[src/rtl/hazard_unit.sv]
// hazard_unit
//   RAW-hazard and forwarding controller placed between decode and execute of
//   an in-order RISC-V pipeline. In-flight destination registers are tracked
//   in a shift-register scoreboard. Decode is held on unresolved
//   read-after-write hazards. The issued instruction is registered into EX
//   together with per-operand forwarding selects. A taken branch discards
//   decode for the branch cycle and the one after it. A saturating counter
//   counts the stall cycles.
//
//   Build option: define HAZARD_FWD_EN to enable forwarding. With it defined,
//   only a load-use stalls. Without it, any hazard stalls and the forwarding
//   selects are tied to 0.
//
// Parameters
//   DEPTH  scoreboard slots from EX (slot 0) to WB (slot DEPTH-1), 2..8
//   CNT_W  width of the stall-cycle counter
//
// Ports
//   clk          in   pipeline clock, rising edge
//   rst          in   asynchronous active-high reset
//   instr        in   instruction in decode (held by upstream while stall_o=1)
//   instr_valid  in   instr is real; 0 = bubble
//   br           in   taken branch/jump resolved this cycle (one-cycle pulse)
//   stall_o      out  combinational hold request for fetch/decode
//   hz_instr_o   out  registered instruction entering EX, 0 = bubble
//   fwd_a_o      out  registered rs1 source: 0 = regfile, k = slot k result
//   fwd_b_o      out  registered rs2 source, same encoding
//   stall_cnt_o  out  registered saturating count of stall cycles
//
// Handshake: decode offers instr qualified by instr_valid. The instruction is
// accepted on a rising edge where instr_valid=1, stall_o=0 and no flush is
// active. While stall_o=1, upstream must hold instr and instr_valid unchanged.
module hazard_unit #(
  parameter int DEPTH = 3,
  parameter int CNT_W = 16,
  localparam int FW = $clog2(DEPTH)
) (
  input  logic             clk,
  input  logic             rst,
  input  logic [31:0]      instr,
  input  logic             instr_valid,
  input  logic             br,
  output logic             stall_o,
  output logic [31:0]      hz_instr_o,
  output logic [FW-1:0]    fwd_a_o,
  output logic [FW-1:0]    fwd_b_o,
  output logic [CNT_W-1:0] stall_cnt_o
);

  localparam logic [6:0] OP_LUI    = 7'b0110111;
  localparam logic [6:0] OP_AUIPC  = 7'b0010111;
  localparam logic [6:0] OP_JAL    = 7'b1101111;
  localparam logic [6:0] OP_JALR   = 7'b1100111;
  localparam logic [6:0] OP_BRANCH = 7'b1100011;
  localparam logic [6:0] OP_LOAD   = 7'b0000011;
  localparam logic [6:0] OP_STORE  = 7'b0100011;
  localparam logic [6:0] OP_OPIMM  = 7'b0010011;
  localparam logic [6:0] OP_OP     = 7'b0110011;

  // Only slots 0..DEPTH-2 are stored. The slot DEPTH-1 occupant writes the
  // register file early enough for the next EX read, so it can never cause a
  // hazard and its entry has no observable effect.
  logic [DEPTH-2:0]      r_sb_valid;
  logic [DEPTH-2:0][4:0] r_sb_rd;
  logic                  r_flush_q;
  logic [31:0]           r_hz_instr;
  logic [FW-1:0]         r_fwd_a;
  logic [FW-1:0]         r_fwd_b;
  logic [CNT_W-1:0]      r_cnt;

  logic [6:0] w_op;
  logic [4:0] w_rd;
  logic [4:0] w_rs1;
  logic [4:0] w_rs2;
  logic       w_wr;
  logic       w_rd1;
  logic       w_rd2;
  logic       w_flush;
  logic       w_eval;
  logic       w_hit_a;
  logic       w_hit_b;
  logic       w_stall;
  logic       w_issue;

`ifdef HAZARD_FWD_EN
  logic          r_sb0_load;  // only slot 0 needs the load flag (load-use)
  logic          w_ld;
  logic          w_lu;
  logic [FW-1:0] w_sel_a;
  logic [FW-1:0] w_sel_b;
`endif

  assign w_op  = instr[6:0];
  assign w_rd  = instr[11:7];
  assign w_rs1 = instr[19:15];
  assign w_rs2 = instr[24:20];

  // Decode of register usage. x0 is neither a real destination nor a real
  // source, so both are filtered here.
  always_comb begin
    w_wr  = 1'b0;
    w_rd1 = 1'b0;
    w_rd2 = 1'b0;
    case (w_op)
      OP_LUI, OP_AUIPC, OP_JAL: w_wr = 1'b1;
      OP_JALR, OP_LOAD, OP_OPIMM: begin
        w_wr  = 1'b1;
        w_rd1 = 1'b1;
      end
      OP_OP: begin
        w_wr  = 1'b1;
        w_rd1 = 1'b1;
        w_rd2 = 1'b1;
      end
      OP_BRANCH, OP_STORE: begin
        w_rd1 = 1'b1;
        w_rd2 = 1'b1;
      end
      default: ;
    endcase
    w_wr  = w_wr  & (w_rd  != 5'd0);
    w_rd1 = w_rd1 & (w_rs1 != 5'd0);
    w_rd2 = w_rd2 & (w_rs2 != 5'd0);
  end

  // The flush covers the br cycle itself and the cycle after it.
  assign w_flush = br | r_flush_q;
  assign w_eval  = instr_valid & ~w_flush;

  // Hazard search. The scan runs from oldest to youngest so that the
  // youngest matching producer (lowest slot) overrides older ones.
  always_comb begin
    w_hit_a = 1'b0;
    w_hit_b = 1'b0;
`ifdef HAZARD_FWD_EN
    w_sel_a = '0;
    w_sel_b = '0;
`endif
    for (int k = DEPTH - 2; k >= 0; k--) begin
      if (w_eval && w_rd1 && r_sb_valid[k] && (r_sb_rd[k] == w_rs1)) begin
        w_hit_a = 1'b1;
`ifdef HAZARD_FWD_EN
        // Registered as k+1: by the consumer's EX cycle the producer has
        // advanced one slot.
        w_sel_a = FW'(k + 1);
`endif
      end
      if (w_eval && w_rd2 && r_sb_valid[k] && (r_sb_rd[k] == w_rs2)) begin
        w_hit_b = 1'b1;
`ifdef HAZARD_FWD_EN
        w_sel_b = FW'(k + 1);
`endif
      end
    end
  end

`ifdef HAZARD_FWD_EN
  assign w_ld = (w_op == OP_LOAD);
  // A load result is not available while the load is still in EX.
  assign w_lu = w_eval & r_sb_valid[0] & r_sb0_load &
                ((w_rd1 & (r_sb_rd[0] == w_rs1)) |
                 (w_rd2 & (r_sb_rd[0] == w_rs2)));
  assign w_stall = w_lu;
`else
  assign w_stall = w_hit_a | w_hit_b;
`endif

  assign w_issue = w_eval & ~w_stall;

  always_ff @(posedge clk or posedge rst) begin
    if (rst) begin
      r_sb_valid <= '0;
      r_sb_rd    <= '0;
      r_flush_q  <= 1'b0;
      r_hz_instr <= '0;
      r_fwd_a    <= '0;
      r_fwd_b    <= '0;
      r_cnt      <= '0;
`ifdef HAZARD_FWD_EN
      r_sb0_load <= 1'b0;
`endif
    end else begin
      // Older slots always advance, including during stalls and flushes.
      for (int k = DEPTH - 2; k >= 1; k--) begin
        r_sb_valid[k] <= r_sb_valid[k-1];
        r_sb_rd[k]    <= r_sb_rd[k-1];
      end
      r_sb_valid[0] <= w_issue & w_wr;
      r_sb_rd[0]    <= w_rd;
      r_flush_q     <= br;
      r_hz_instr    <= w_issue ? instr : 32'd0;
`ifdef HAZARD_FWD_EN
      r_sb0_load    <= w_ld;
      r_fwd_a       <= w_issue ? w_sel_a : '0;
      r_fwd_b       <= w_issue ? w_sel_b : '0;
`else
      r_fwd_a       <= '0;
      r_fwd_b       <= '0;
`endif
      if (w_stall && (r_cnt != {CNT_W{1'b1}})) begin
        r_cnt <= r_cnt + CNT_W'(1);
      end
    end
  end

  assign stall_o     = w_stall;
  assign hz_instr_o  = r_hz_instr;
  assign fwd_a_o     = r_fwd_a;
  assign fwd_b_o     = r_fwd_b;
  assign stall_cnt_o = r_cnt;

endmodule

[config.mk]
export PLATFORM = sky130hd
export DESIGN_NAME = hazard_unit
export DESIGN_NICKNAME = d
export VERILOG_FILES = /design/src/rtl/hazard_unit.sv
export SDC_FILE = /design/constraint.sdc
export NUM_CORES = 1
export LEC_CHECK = 0
export BUFFER_PORTS_ARGS = -buffer_cell sky130_fd_sc_hd__buf_2
export CAP_MARGIN = 10
export CORE_ASPECT_RATIO = 0.5
export CORE_MARGIN = 10
export CORE_UTILIZATION = 41
export DETAILED_ROUTE_END_ITERATION = 16
export PLACE_DENSITY = 0.73
export SETUP_SLACK_MARGIN = 0.3
export SLEW_MARGIN = 20
export SYNTH_ARGS = -nofsm -noshare
export SYNTH_HDL_FRONTEND = slang
export SYNTH_SLANG_ARGS = --single-unit
[constraint.sdc]
create_clock -name clk -period 4.5 [get_ports clk]
set_input_delay 0.675 -clock clk [delete_from_list [all_inputs] [get_ports clk]]
set_output_delay 0.675 -clock clk [all_outputs]
set_load 0.01 [all_outputs]
==> results of run 1 <==
critical path, delay by kind of cell:
family,cells,cell delay [ns]
compound gates,2,0.56
buf+inv,3,0.39
simple gates,2,0.66
how the worst max path moves through the flow:
stage	from	endpoint	slack, ns	cells after the start
global placement	instr[21]	stall_o	1.71	7
CTS	instr[21]	stall_o	1.58	7
global route	instr[21]	stall_o	1.48	7
detailed placement	instr[21]	stall_o	1.65	7
finish	instr[21]	stall_o	1.53	7
floorplan	instr[21]	stall_o	2.05	5
metrics by stage:
step                setup WS [ns]  hold slack (ns)  power [W]  area, um^2
global placement             1.71            0.401   0.000656        2980
detailed placement           1.65            0.397   0.000660        2980
finish                       1.53            0.419    0.00139        3310
global route                 1.48            0.426    0.00144        3310
CTS                          1.58            0.408    0.00141        3310
floorplan                    2.05            0.374   0.000623        2520
report_power, final:
group | switching [W] | internal [W] | total, W | leakage, nW
Sequential | 0.00000694 | 0.000562 | 0.000569 | 0.819
Combinational | 0.0000458 | 0.0000356 | 0.0000815 | 0.751
Clock | 0.000225 | 0.000514 | 0.000739 | 0.156
Total | 0.000278 | 0.00111 | 0.00139 | 1.73
routing by layer:
layer	vias up	track usage [%]	wire length, um
li1	869	-	-
met1	874	13.2	2410
met2	53	24.0	3320
met3	10	4.58	294
met4	0	6.12	93
met5	-	0	0
cell type report:
cell class	instances	area [um^2]	area share, %
flip-flops and latches	61	1530	46.1
multi-input cells	134	911	27.5
repair buffers	85	428	12.9
clock buffers	13	260	7.86
well taps	77	96.3	2.91
clock inverters	3	67.6	2.04
inverters	6	22.5	0.680
sequential cells by signal, indices dropped and copies added, names as in the netlist:
name,count
r_sb_rd,10
hz_instr_o,32
stall_cnt_o,16
r_flush_q,1
r_sb_valid,2
cell families after synthesis:
| logic type | Yosys count | synth area share (%) |
|---|---|---|
| XOR/XNOR | 35 | 12.2 |
| adder cells (fa/ha/maj) | 1 | 0.498 |
| multiplexers | 1 | 0.448 |
| AO/OA/AOI/OAI | 11 | 3.29 |
| AND/OR/NAND/NOR | 82 | 19.2 |
| flip-flops | 61 | 60.8 |
| buffers and inverters | 16 | 3.39 |
| other | 1 | 0.149 |
layout by cell type, fill, tap and decap left out, drive strengths merged:
cell       n
a311oi     1
o2111ai    1
inv        6
or3b       1
a22oi      1
conb       4
a32o       1
clkbuf    13
a21boi     1
bufinv     2
o21ba      1
nand2      8
a21oi      1
nand3      8
nor2       6
dfrtp     61
buf       85
or3        1
mux2       1
clkinvlp   1
xor2       1
a31oi      1
or4        3
and4       3
o21ai      1
nor3       5
xnor2     34
nand4     10
ha         1
and2      31
and3       6
o22ai      2
==> metrics.log, run 1 <==
[metrics] flop-to-flop setup slack: around 2.1 ns
[metrics] RSZ-0062 raised after global routing: false
[metrics] max-cap violations: 0
[metrics] final-report hold violation count: 0
[metrics] skew final: approximately 0.0072 ns
[metrics] final design utilization: a little under three fifths
[metrics] distinct cell type count after synthesis: 33
[metrics] f_max: approximately 340 MHz
[metrics] GR Overflow Total: 0
[metrics] CP Capture Type: output pin
[metrics] kind of launch point of the worst setup path: input pin
[metrics] leak pwr: approximately 1.7 nW
[metrics] maximum fanout encountered on the critical timing path: 4
[metrics] top cells by area in the synthesized netlist: sky130_fd_sc_hd__dfrtp_1, sky130_fd_sc_hd__xnor2_1, sky130_fd_sc_hd__and2_1, sky130_fd_sc_hd__nand4_1, sky130_fd_sc_hd__nand3_1
[metrics] vias per std cell: ~4.8
[metrics] Final Non-Filler Cells: ~380
[metrics] Setup Buffers After CTS: 0
[metrics] antenna violations before repair: 0
[metrics] most used standard cells in the synthesized netlist: sky130_fd_sc_hd__dfrtp_1, sky130_fd_sc_hd__xnor2_1, sky130_fd_sc_hd__and2_1
[metrics] dpl cells: roughly 360
[metrics] worst rel slew slack: between 40% and 50%
[metrics] Final TNS setup: 0 ns
[metrics] average instance area after synthesis: ~12 um^2
[metrics] most used flip-flop cell after synthesis: sky130_fd_sc_hd__dfrtp_1
[metrics] logic depth of the worst register-to-register path: 5
[metrics] vias in the first global route: slightly below 2000
[metrics] most repeated library cell on the critical path: sky130_fd_sc_hd__buf_2
[metrics] Setup-failing EPs final: 0
[metrics] detailed-route via count: ~1800
[metrics] Synth async-reset ratio: 100%
[metrics] post-detailed-route count of antenna-violating nets: 0
[metrics] diode insertion count for antenna repair: 0
[metrics] category of the critical setup timing path: input pin to output pin
[metrics] cell at the root of the clock tree: sky130_fd_sc_hd__clkbuf_16
[metrics] maximum vdd ir drop: 0.000249 V
[metrics] cts repair resizes: 0
[metrics] Layout fillers: 512
[metrics] Die Y: about 75 um
[metrics] most repeated cell in the gate-level netlist after synthesis: sky130_fd_sc_hd__dfrtp_1
[metrics] Min-Delay Startpoint: r_sb_valid[0]$_DFF_PP0_
[metrics] post-route fraction of the period consumed by the critical path: 66.1%
[metrics] count of TritonRoute iterations in the first routing pass: 4
[metrics] clock insertion delay at the later pin of the skew report: between 0.3 and 0.4 ns
[metrics] critical path cell sequence: buf_2 -> or4_1 -> o2111ai_1 -> inv_1 -> a22oi_1 -> nor2_1 -> buf_2
[metrics] CTS Buf Count: 9
[metrics] initial core utilization: roughly two fifths
[metrics] Max Root-Sink Buffers: 2
[metrics] cell row count: 20
[metrics] total detailed-routing wirelength: slightly above 6000 um
[metrics] power density over cell area: around 420 nW/um^2
[metrics] area growth from synthesis to layout: 31.9%
[metrics] drt wl/cell: ~16 um
[metrics] largest area contributor in the synthesized netlist: sky130_fd_sc_hd__dfrtp_1
[metrics] drc violations: 0
[metrics] outcome: finished, final reports clean
[metrics] origin of the critical flop-to-flop path: r_flush_q$_DFF_PP0_
[metrics] gr usage total: ~13%
[metrics] Cell Area, Synth: between 2000 and 3000 um^2
[metrics] wire length of the first global-routing pass: a little under 10000 um
[metrics] Post-synth EDFFs: 0
[metrics] hpwl dp: 4470 um
[metrics] clock slew at the register clock pins of the worst setup and hold paths: ~0.050 ns
[metrics] final slew viol count: 0
[metrics] Die Wd: 131 um
[metrics] number of placed I/O pins: between 80 and 90
[metrics] synthesis-stage register bit count: slightly above 60
[metrics] biggest cell delay along the critical path: 0.54 ns
[metrics] Slew @ Worst Pin: 0.753 ns
[metrics] critical register-to-register path endpoint: stall_cnt_o[1]$_DFFE_PP0P_
[metrics] detailed router's first-iteration violation count: 99
[metrics] ratio of cells with drive above 1 in the final layout: between 30% and 40%
[metrics] IO buf count: 84
[metrics] floorplan die area: about 9800 um^2
[metrics] path type of the worst min-delay path: register to register
[metrics] arrival time of the worst setup path: approximately 2.3 ns
[metrics] Period minus WS final: ~3 ns
[metrics] worst hold path endpoint: r_sb_valid[1]$_DFF_PP0_
[metrics] number of nets in the finished design: ~330
[metrics] worst hold stages: 0
[metrics] clock tree from TritonCTS: done
[metrics] total core area: about 6000 um^2
[metrics] share of the yosys chip area belonging to registers: between 60% and 70%
[metrics] number of warnings printed during yosys synthesis: 0
[metrics] cell with the biggest individual delay on the critical path: sky130_fd_sc_hd__or4_1
[metrics] hold bufs inserted after CTS: 0
[metrics] CP Data Required Time: about 3.8 ns
[metrics] deepest level of the CTS H-tree: 3
[metrics] Placer Congestion: around 0.86
[metrics] portion of synthesized cell area occupied by the leading cell type: 60.8%
[metrics] synthesized instance count: about 210
[metrics] number of sinks driven by the clock tree: 61
[metrics] maximum number of pins on one net before global-route repair: 62
No activity file was read; power rests on OpenSTA's default activity.
==> inputs of run 2 (changes only) <==
- PLACE_DENSITY: 0.73 -> 0.75
- clock period: 4.5 -> 2.59 ns (I/O delays scaled with it)
==> run 2 against run 1 <==
Worst setup slack lost 1.3 ns. Sequential cell count is the same. Worst hold slack lost 0.34 ns. Clock power grew 46%. Total power grew 60%. Largest cell class unchanged. Critical path depth is the same. Largest power group unchanged. Highest routed layer unchanged. Critical endpoint unchanged. Die area is the same. Global-route usage grew 0.28 points. Cell area grew 1.9%.
==> metrics.log, run 2 (synthesized netlist as in run 1, its figures left out) <==
[metrics] Placer Congestion: 0.875 (+2.1%)
[metrics] vias per std cell: 4.84 (+1.5%)
[metrics] cell at the root of the clock tree: sky130_fd_sc_hd__clkbuf_16
[metrics] placement-stage worst setup slack: 0.168 ns (-1.48 ns)
[metrics] initial core utilization: 41.8% (unchanged)
[metrics] hpwl dp: 4620 um (+3.4%)
[metrics] ratio of cells with drive above 1 in the final layout: 38.9% (+4.1 points)
[metrics] count of TritonRoute iterations in the first routing pass: 4 (unchanged)
[metrics] CP Capture Type: output pin
[metrics] skew final: 0.00659 ns (-0.000622 ns)
[metrics] Final TNS setup: 0 ns (unchanged)
[metrics] max-cap violations: 0 (unchanged)
[metrics] max reg flops: 32 (unchanged)
[metrics] P_int: 0.00174 W (+56%)
[metrics] clock tree from TritonCTS: done
[metrics] power density over cell area: 658 nW/um^2 (+57%)
[metrics] gr usage total: 13.3% (+0.28 points)
[metrics] clock slew at the register clock pins of the worst setup and hold paths: 0.05 ns (about the same)
[metrics] category of the critical setup timing path: input pin to output pin
[metrics] antenna violations before repair: 0 (unchanged)
[metrics] post-detailed-route count of antenna-violating nets: 0 (unchanged)
[metrics] cell family with most CP delay: simple AND/OR/NAND/NOR gates
[metrics] CTS Buf Count: 9 (unchanged)
[metrics] launch point of the critical path: instr[21]
[metrics] hold bufs inserted after CTS: 0 (unchanged)
[metrics] combinational share of power: 6.7% (+0.8 points)
[metrics] kind of launch point of the worst setup path: input pin
[metrics] floorplan die area: 9850 um^2 (unchanged)
[metrics] area growth from synthesis to layout: 34.4%
[metrics] origin of the critical flop-to-flop path: r_flush_q$_DFF_PP0_
[metrics] net switching component of the power: 0.000483 W (+74%)
[metrics] drc violations: 0 (unchanged)
[metrics] critical path cell sequence: buf_2 -> or4_1 -> o2111ai_2 -> inv_1 -> a22oi_2 -> nor2_4 -> buf_2
[metrics] Die Y: 75.3 um (unchanged)
[metrics] count of buffer and inverter cells on the critical path: 3 (unchanged)
[metrics] number of placed I/O pins: 89 (unchanged)
[metrics] highest-count cells in the layout ignoring fill and taps: sky130_fd_sc_hd__buf_2, sky130_fd_sc_hd__dfrtp_1, sky130_fd_sc_hd__xnor2_1
[metrics] Max Root-Sink Buffers: 2 (unchanged)
[metrics] number of sinks driven by the clock tree: 61 (unchanged)
[metrics] arrival time of the worst setup path: 1.98 ns (-0.32 ns)
[metrics] Setup-failing EPs final: 0 (unchanged)
[metrics] Layout fillers: 489 (-4.5%)
[metrics] diode insertion count for antenna repair: 0 (unchanged)
[metrics] number of nets in the finished design: 343 (+2.7%)
[metrics] biggest cell delay along the critical path: 0.58 ns (+0.04 ns)
[metrics] final worst-path setup slack: 0.223 ns (-1.30 ns)
[metrics] drt wl/cell: 16.4 um (+1.8%)
[metrics] register share of total power: 44.5% (+3.6 points)
[metrics] cell with the biggest individual delay on the critical path: sky130_fd_sc_hd__or4_1
[metrics] detailed-route via count: 1877 (+3.9%)
[metrics] f_max: between 400 and 500 MHz
[metrics] fraction of power spent switching nets: 21.8% (+1.8 points)
[metrics] maximum number of pins on one net before global-route repair: 30 (-52%)
[metrics] Clock power frac: 48.8% (-4.4 points)
[metrics] total detailed-routing wirelength: 6380 um (+4.2%)
[metrics] final-report hold violation count: 0 (unchanged)
[metrics] vias in the first global route: 2018 (+2.4%)
[metrics] post-route fraction of the period consumed by the critical path: around nine tenths
[metrics] total core area: 6010 um^2 (unchanged)
[metrics] commonest non-fill, non-tap cell in the layout: sky130_fd_sc_hd__buf_2
[metrics] Die Wd: 131 um (unchanged)
[metrics] GR Overflow Total: 0 (unchanged)
[metrics] outcome: finished, final reports clean
[metrics] path type of the worst min-delay path: input pin to asynchronous set/reset pin
[metrics] leak pwr: 1.75 nW (+1.4%)
[metrics] CP Data Required Time: 2.20 ns (-1.63 ns)
[metrics] wire length of the first global-routing pass: 10000 um (+3.2%)
[metrics] cell row count: 20 (unchanged)
[metrics] most repeated library cell on the critical path: sky130_fd_sc_hd__buf_2
[metrics] maximum fanout encountered on the critical timing path: 4 (unchanged)
[metrics] maximum vdd ir drop: 0.000254 V (+2.1%)
[metrics] RSZ-0062 raised after global routing: true
[metrics] detailed router's first-iteration violation count: 64 (-35%)
[metrics] Period minus WS final: between 2 and 2.5 ns
[metrics] final slew viol count: 0 (unchanged)
[metrics] clock insertion delay at the later pin of the skew report: 0.32 ns (about the same)
[metrics] IO buf count: 84 (unchanged)
[metrics] deepest level of the CTS H-tree: 3 (unchanged)
[run 2: layer usage]
layer | share of wire (%) | up-vias | global-route usage [%]
li1 | - | 889 | -
met1 | 36 | 923 | 12.6
met2 | 58 | 53 | 25.6
met3 | 4.6 | 12 | 4.86
met4 | 1.9 | 0 | 5.88
met5 | 0 | - | 0
[run 2: cell type report]
| type | count | area [um^2] | share of cell area [%] |
|---|---|---|---|
| multi-input cells | 134 | 950 | 28.1 |
| clock inverters | 3 | 20.0 | 0.593 |
| clock buffers | 13 | 260 | 7.71 |
| repair buffers | 94 | 499 | 14.8 |
| well taps | 77 | 96.3 | 2.86 |
| flip-flops and latches | 61 | 1530 | 45.2 |
| inverters | 6 | 22.5 | 0.667 |
[run 2: final timing paths]
check,depth (start not counted),slack [ns],end
setup / recovery,7,0.22,stall_o
hold / removal,2,0.08,stall_cnt_o[11]$_DFFE_PP0P_
setup reg to reg,6,0.30,stall_cnt_o[1]$_DFFE_PP0P_
hold reg to reg,0,0.40,r_sb_valid[1]$_DFF_PP0_
max in group asynchronous,3,1.87,r_sb_rd[4]$_DFF_PP0_
min in group clk,1,0.20,r_flush_q$_DFF_PP0_
[run 2: power groups by stage]
stage / sequential, W / clock, W / combinational (W)
after floorplan: 0.00101 / 0 / 0.0000725
after global placement: 0.00100 / 0 / 0.000137
after detailed placement: 0.00100 / 0 / 0.000144
after CTS: 0.000989 / 0.00111 / 0.000145
after global routing: 0.000990 / 0.00114 / 0.000164
final: 0.000988 / 0.00108 / 0.000148
[run 2: per-stage QoR]
stage | cell area [um^2] | std cells | hold WS [ns] | total power (W) | utilization [%]
after floorplan | 2520 | 211 | 0.374 | 0.00108 | -
after global placement | 2990 | 364 | 0.390 | 0.00114 | 49.8
after detailed placement | 2990 | 364 | 0.390 | 0.00115 | 49.8
after CTS | 3310 | 385 | 0.0841 | 0.00224 | 55.1
after global routing | 3370 | 388 | 0.122 | 0.00230 | 56.2
final | 3370 | 388 | 0.0827 | 0.00222 | 56.2
[run 2: what timing repair did]
item,in CTS,in global routing
pin swaps,1,5
resized for setup,1,8
setup buffers,5,3
endpoints found under the setup margin,3,13
==> inputs of run 3 (changes only) <==
- SETUP_SLACK_MARGIN: 0.3 -> 0.4
==> run 3 against run 2 <==
Utilization grew 1.7 points. Cell count grew 1.0%. Die area is the same. Count of clock-buffer cells in the layout is the same. First-iteration DRC count grew 23%. Worst setup slack gained 0.13 ns. Cell area grew 3.0%. Global-route usage grew 0.21 points. Sequential share of layout area shrank 1.3 points. Total power grew 0.40%.
==> metrics.log, run 3 (synthesized netlist as in run 1, its figures left out) <==
[metrics] count of TritonRoute iterations in the first routing pass: 5 (+1)
[metrics] total core area: 6010 um^2 (unchanged)
[metrics] category of the critical setup timing path: register to register
[metrics] max-cap violations: 0 (unchanged)
[metrics] detailed router's first-iteration violation count: 79 (+23%)
[metrics] Final Non-Filler Cells: 392 (+1.0%)
[metrics] CTS Buf Count: 9 (unchanged)
[metrics] multi-input gate area in the final layout: 1000 um^2 (+5.8%)
[metrics] leak pwr: 1.78 nW (+1.7%)
[metrics] clock slew at the register clock pins of the worst setup and hold paths: 0.05 ns (about the same)
[metrics] antenna violations before repair: 0 (unchanged)
[metrics] outcome: finished, final reports clean
[metrics] number of nets in the finished design: 347 (+1.2%)
[metrics] detailed-route via count: 1905 (+1.5%)
[metrics] drt wl/cell: 17.0 um (+3.5%)
[metrics] FF+latch area: 1530 um^2 (unchanged)
[metrics] Die Y: 75.3 um (unchanged)
[metrics] number of placed I/O pins: 89 (unchanged)
[metrics] maximum number of pins on one net before global-route repair: 30 (unchanged)
[metrics] met3 usage in global routing: 4.65% (-0.21 points)
[metrics] Period minus WS final: 2.24 ns (-0.132 ns)
[metrics] hpwl dp: 4620 um (unchanged)
[metrics] floorplan die area: 9850 um^2 (unchanged)
[metrics] final-report hold violation count: 0 (unchanged)
[metrics] deepest level of the CTS H-tree: 3 (unchanged)
[metrics] CP Capture Type: register
[metrics] initial core utilization: 41.8% (unchanged)
[metrics] area growth from synthesis to layout: 38.5%
[metrics] arrival time of the worst setup path: 2.44 ns (+0.46 ns)
[metrics] highest-count cells in the layout ignoring fill and taps: sky130_fd_sc_hd__buf_2, sky130_fd_sc_hd__dfrtp_1, sky130_fd_sc_hd__xnor2_1
[metrics] vias per std cell: 4.86 (+0.46%)
[metrics] CP Data Required Time: 2.80 ns (+0.60 ns)
[metrics] post-detailed-route count of antenna-violating nets: 0 (unchanged)
[metrics] Setup-failing EPs final: 0 (unchanged)
[metrics] IO buf count: 84 (unchanged)
[metrics] Layout fillers: 466 (-4.7%)
[metrics] power density over cell area: 641 nW/um^2 (-2.6%)
[metrics] total power: 0.00223 W (+0.40%)
[metrics] clock insertion delay at the later pin of the skew report: 0.32 ns (about the same)
[metrics] max reg flops: 32 (unchanged)
[metrics] post-route fraction of the period consumed by the critical path: 86.3% (-5.1 points)
[metrics] Max Root-Sink Buffers: 2 (unchanged)
[metrics] commonest non-fill, non-tap cell in the layout: sky130_fd_sc_hd__buf_2
[metrics] highest-utilization routing layer at the global route stage: met2
[metrics] Final TNS setup: 0 ns (unchanged)
[metrics] maximum fanout encountered on the critical timing path: 8 (+4)
[metrics] number of sinks driven by the clock tree: 61 (unchanged)
[metrics] dpl cells: 364 (unchanged)
[metrics] Placer Congestion: 0.875 (unchanged)
[metrics] path type of the worst min-delay path: input pin to asynchronous set/reset pin
[metrics] Placed Instance Area: 2990 um^2 (unchanged)
[metrics] drc violations: 0 (unchanged)
[metrics] GR met2 Demand/Resource: 26.3% (+0.67 points)
[metrics] skew final: 0.00687 ns (+0.000279 ns)
[metrics] diode insertion count for antenna repair: 0 (unchanged)
[metrics] cell at the root of the clock tree: sky130_fd_sc_hd__clkbuf_16
[metrics] maximum vdd ir drop: 0.000256 V (+0.61%)
[metrics] Die Wd: 131 um (unchanged)
[metrics] kind of launch point of the worst setup path: register
[metrics] hold bufs inserted after CTS: 0 (unchanged)
[metrics] fin area: 3480 um^2 (+3.0%)
[metrics] wire length of the first global-routing pass: 10200 um (+1.6%)
[metrics] final slew viol count: 0 (unchanged)
[metrics] f_max: 447 MHz (+5.9%)
[metrics] GR Overflow Total: 0 (unchanged)
[metrics] gr usage total: 13.5% (+0.21 points)
[metrics] total detailed-routing wirelength: 6670 um (+4.5%)
[metrics] ratio of cells with drive above 1 in the final layout: 42.2% (+3.3 points)
[metrics] clock tree from TritonCTS: done
[metrics] RSZ-0062 raised after global routing: true
[metrics] cell row count: 20 (unchanged)
[metrics] met1 global-route usage: 12.8% (+0.26 points)
[metrics] vias in the first global route: 2043 (+1.2%)
-- run 3: cell count changes in the layout (fill, tap and decap cells not counted), sizes merged --
| cell | previous run | this run |
|---|---|---|
| buf | 94 | 98 |
-- run 3: per-layer routing --
layer / vias up / routed length (um)
li1: 895 / -
met1: 947 / 2480
met2: 51 / 3770
met3: 12 / 290
met4: 0 / 136
met5: - / 0
-- run 3: metrics by stage --
stage	setup WS, ns	hold WS (ns)	util (%)
after detailed placement	0.168	0.390	49.8
after floorplan	0.497	0.374	-
final	0.355	0.0889	57.9
after CTS	0.389	0.0841	56.5
after global placement	0.234	0.390	49.8
after global routing	0.294	0.118	57.9
-- run 3: timing repair --
action,in CTS,in global routing
endpoints found under the setup margin,16,44
buffers inserted,8,4
endpoints found under the hold margin,0,0
pin swaps,6,15
gates resized for setup,14,9
-- run 3: report_power, final --
part / switching, W / internal, W
Sequential: 0.0000123 / 0.000976
Clock: 0.000390 / 0.000697
Combinational: 0.0000868 / 0.0000676
Total: 0.000489 / 0.00174
-- run 3: final cells by class --
cell class / instances / share of cell area [%]
Tap cell: 77 / 2.77
Clock buffer: 13 / 7.48
Inverter: 6 / 0.648
Sequential cell: 61 / 43.9
Timing Repair Buffer: 98 / 15.7
Clock inverter: 3 / 0.576
Multi-Input combinational cell: 134 / 28.9
-- run 3: worst max-delay path, stage by stage, from the launching register on --
cell	delay, ns
sky130_fd_sc_hd__dfrtp_1	0.38
sky130_fd_sc_hd__or3b_4	0.38
sky130_fd_sc_hd__or3_4	0.42
sky130_fd_sc_hd__a311oi_2	0.19
sky130_fd_sc_hd__a32o_2	0.31
sky130_fd_sc_hd__buf_6	0.15
sky130_fd_sc_hd__nand4_1	0.13
sky130_fd_sc_hd__xnor2_1	0.16
-- run 3: worst paths after layout --
| check | start | to | slack (ns) | depth (start not counted) |
|---|---|---|---|---|
| setup / recovery | r_flush_q$_DFF_PP0_ | stall_cnt_o[7]$_DFFE_PP0P_ | 0.35 | 7 |
| hold / removal | rst | stall_cnt_o[11]$_DFFE_PP0P_ | 0.09 | 2 |
| setup reg to reg | r_flush_q$_DFF_PP0_ | stall_cnt_o[7]$_DFFE_PP0P_ | 0.35 | 7 |
| hold reg to reg | r_sb_valid[0]$_DFF_PP0_ | r_sb_valid[1]$_DFF_PP0_ | 0.41 | 0 |
| max in group asynchronous | rst | r_sb_rd[4]$_DFF_PP0_ | 1.86 | 3 |
| min in group clk | br | r_flush_q$_DFF_PP0_ | 0.20 | 1 |
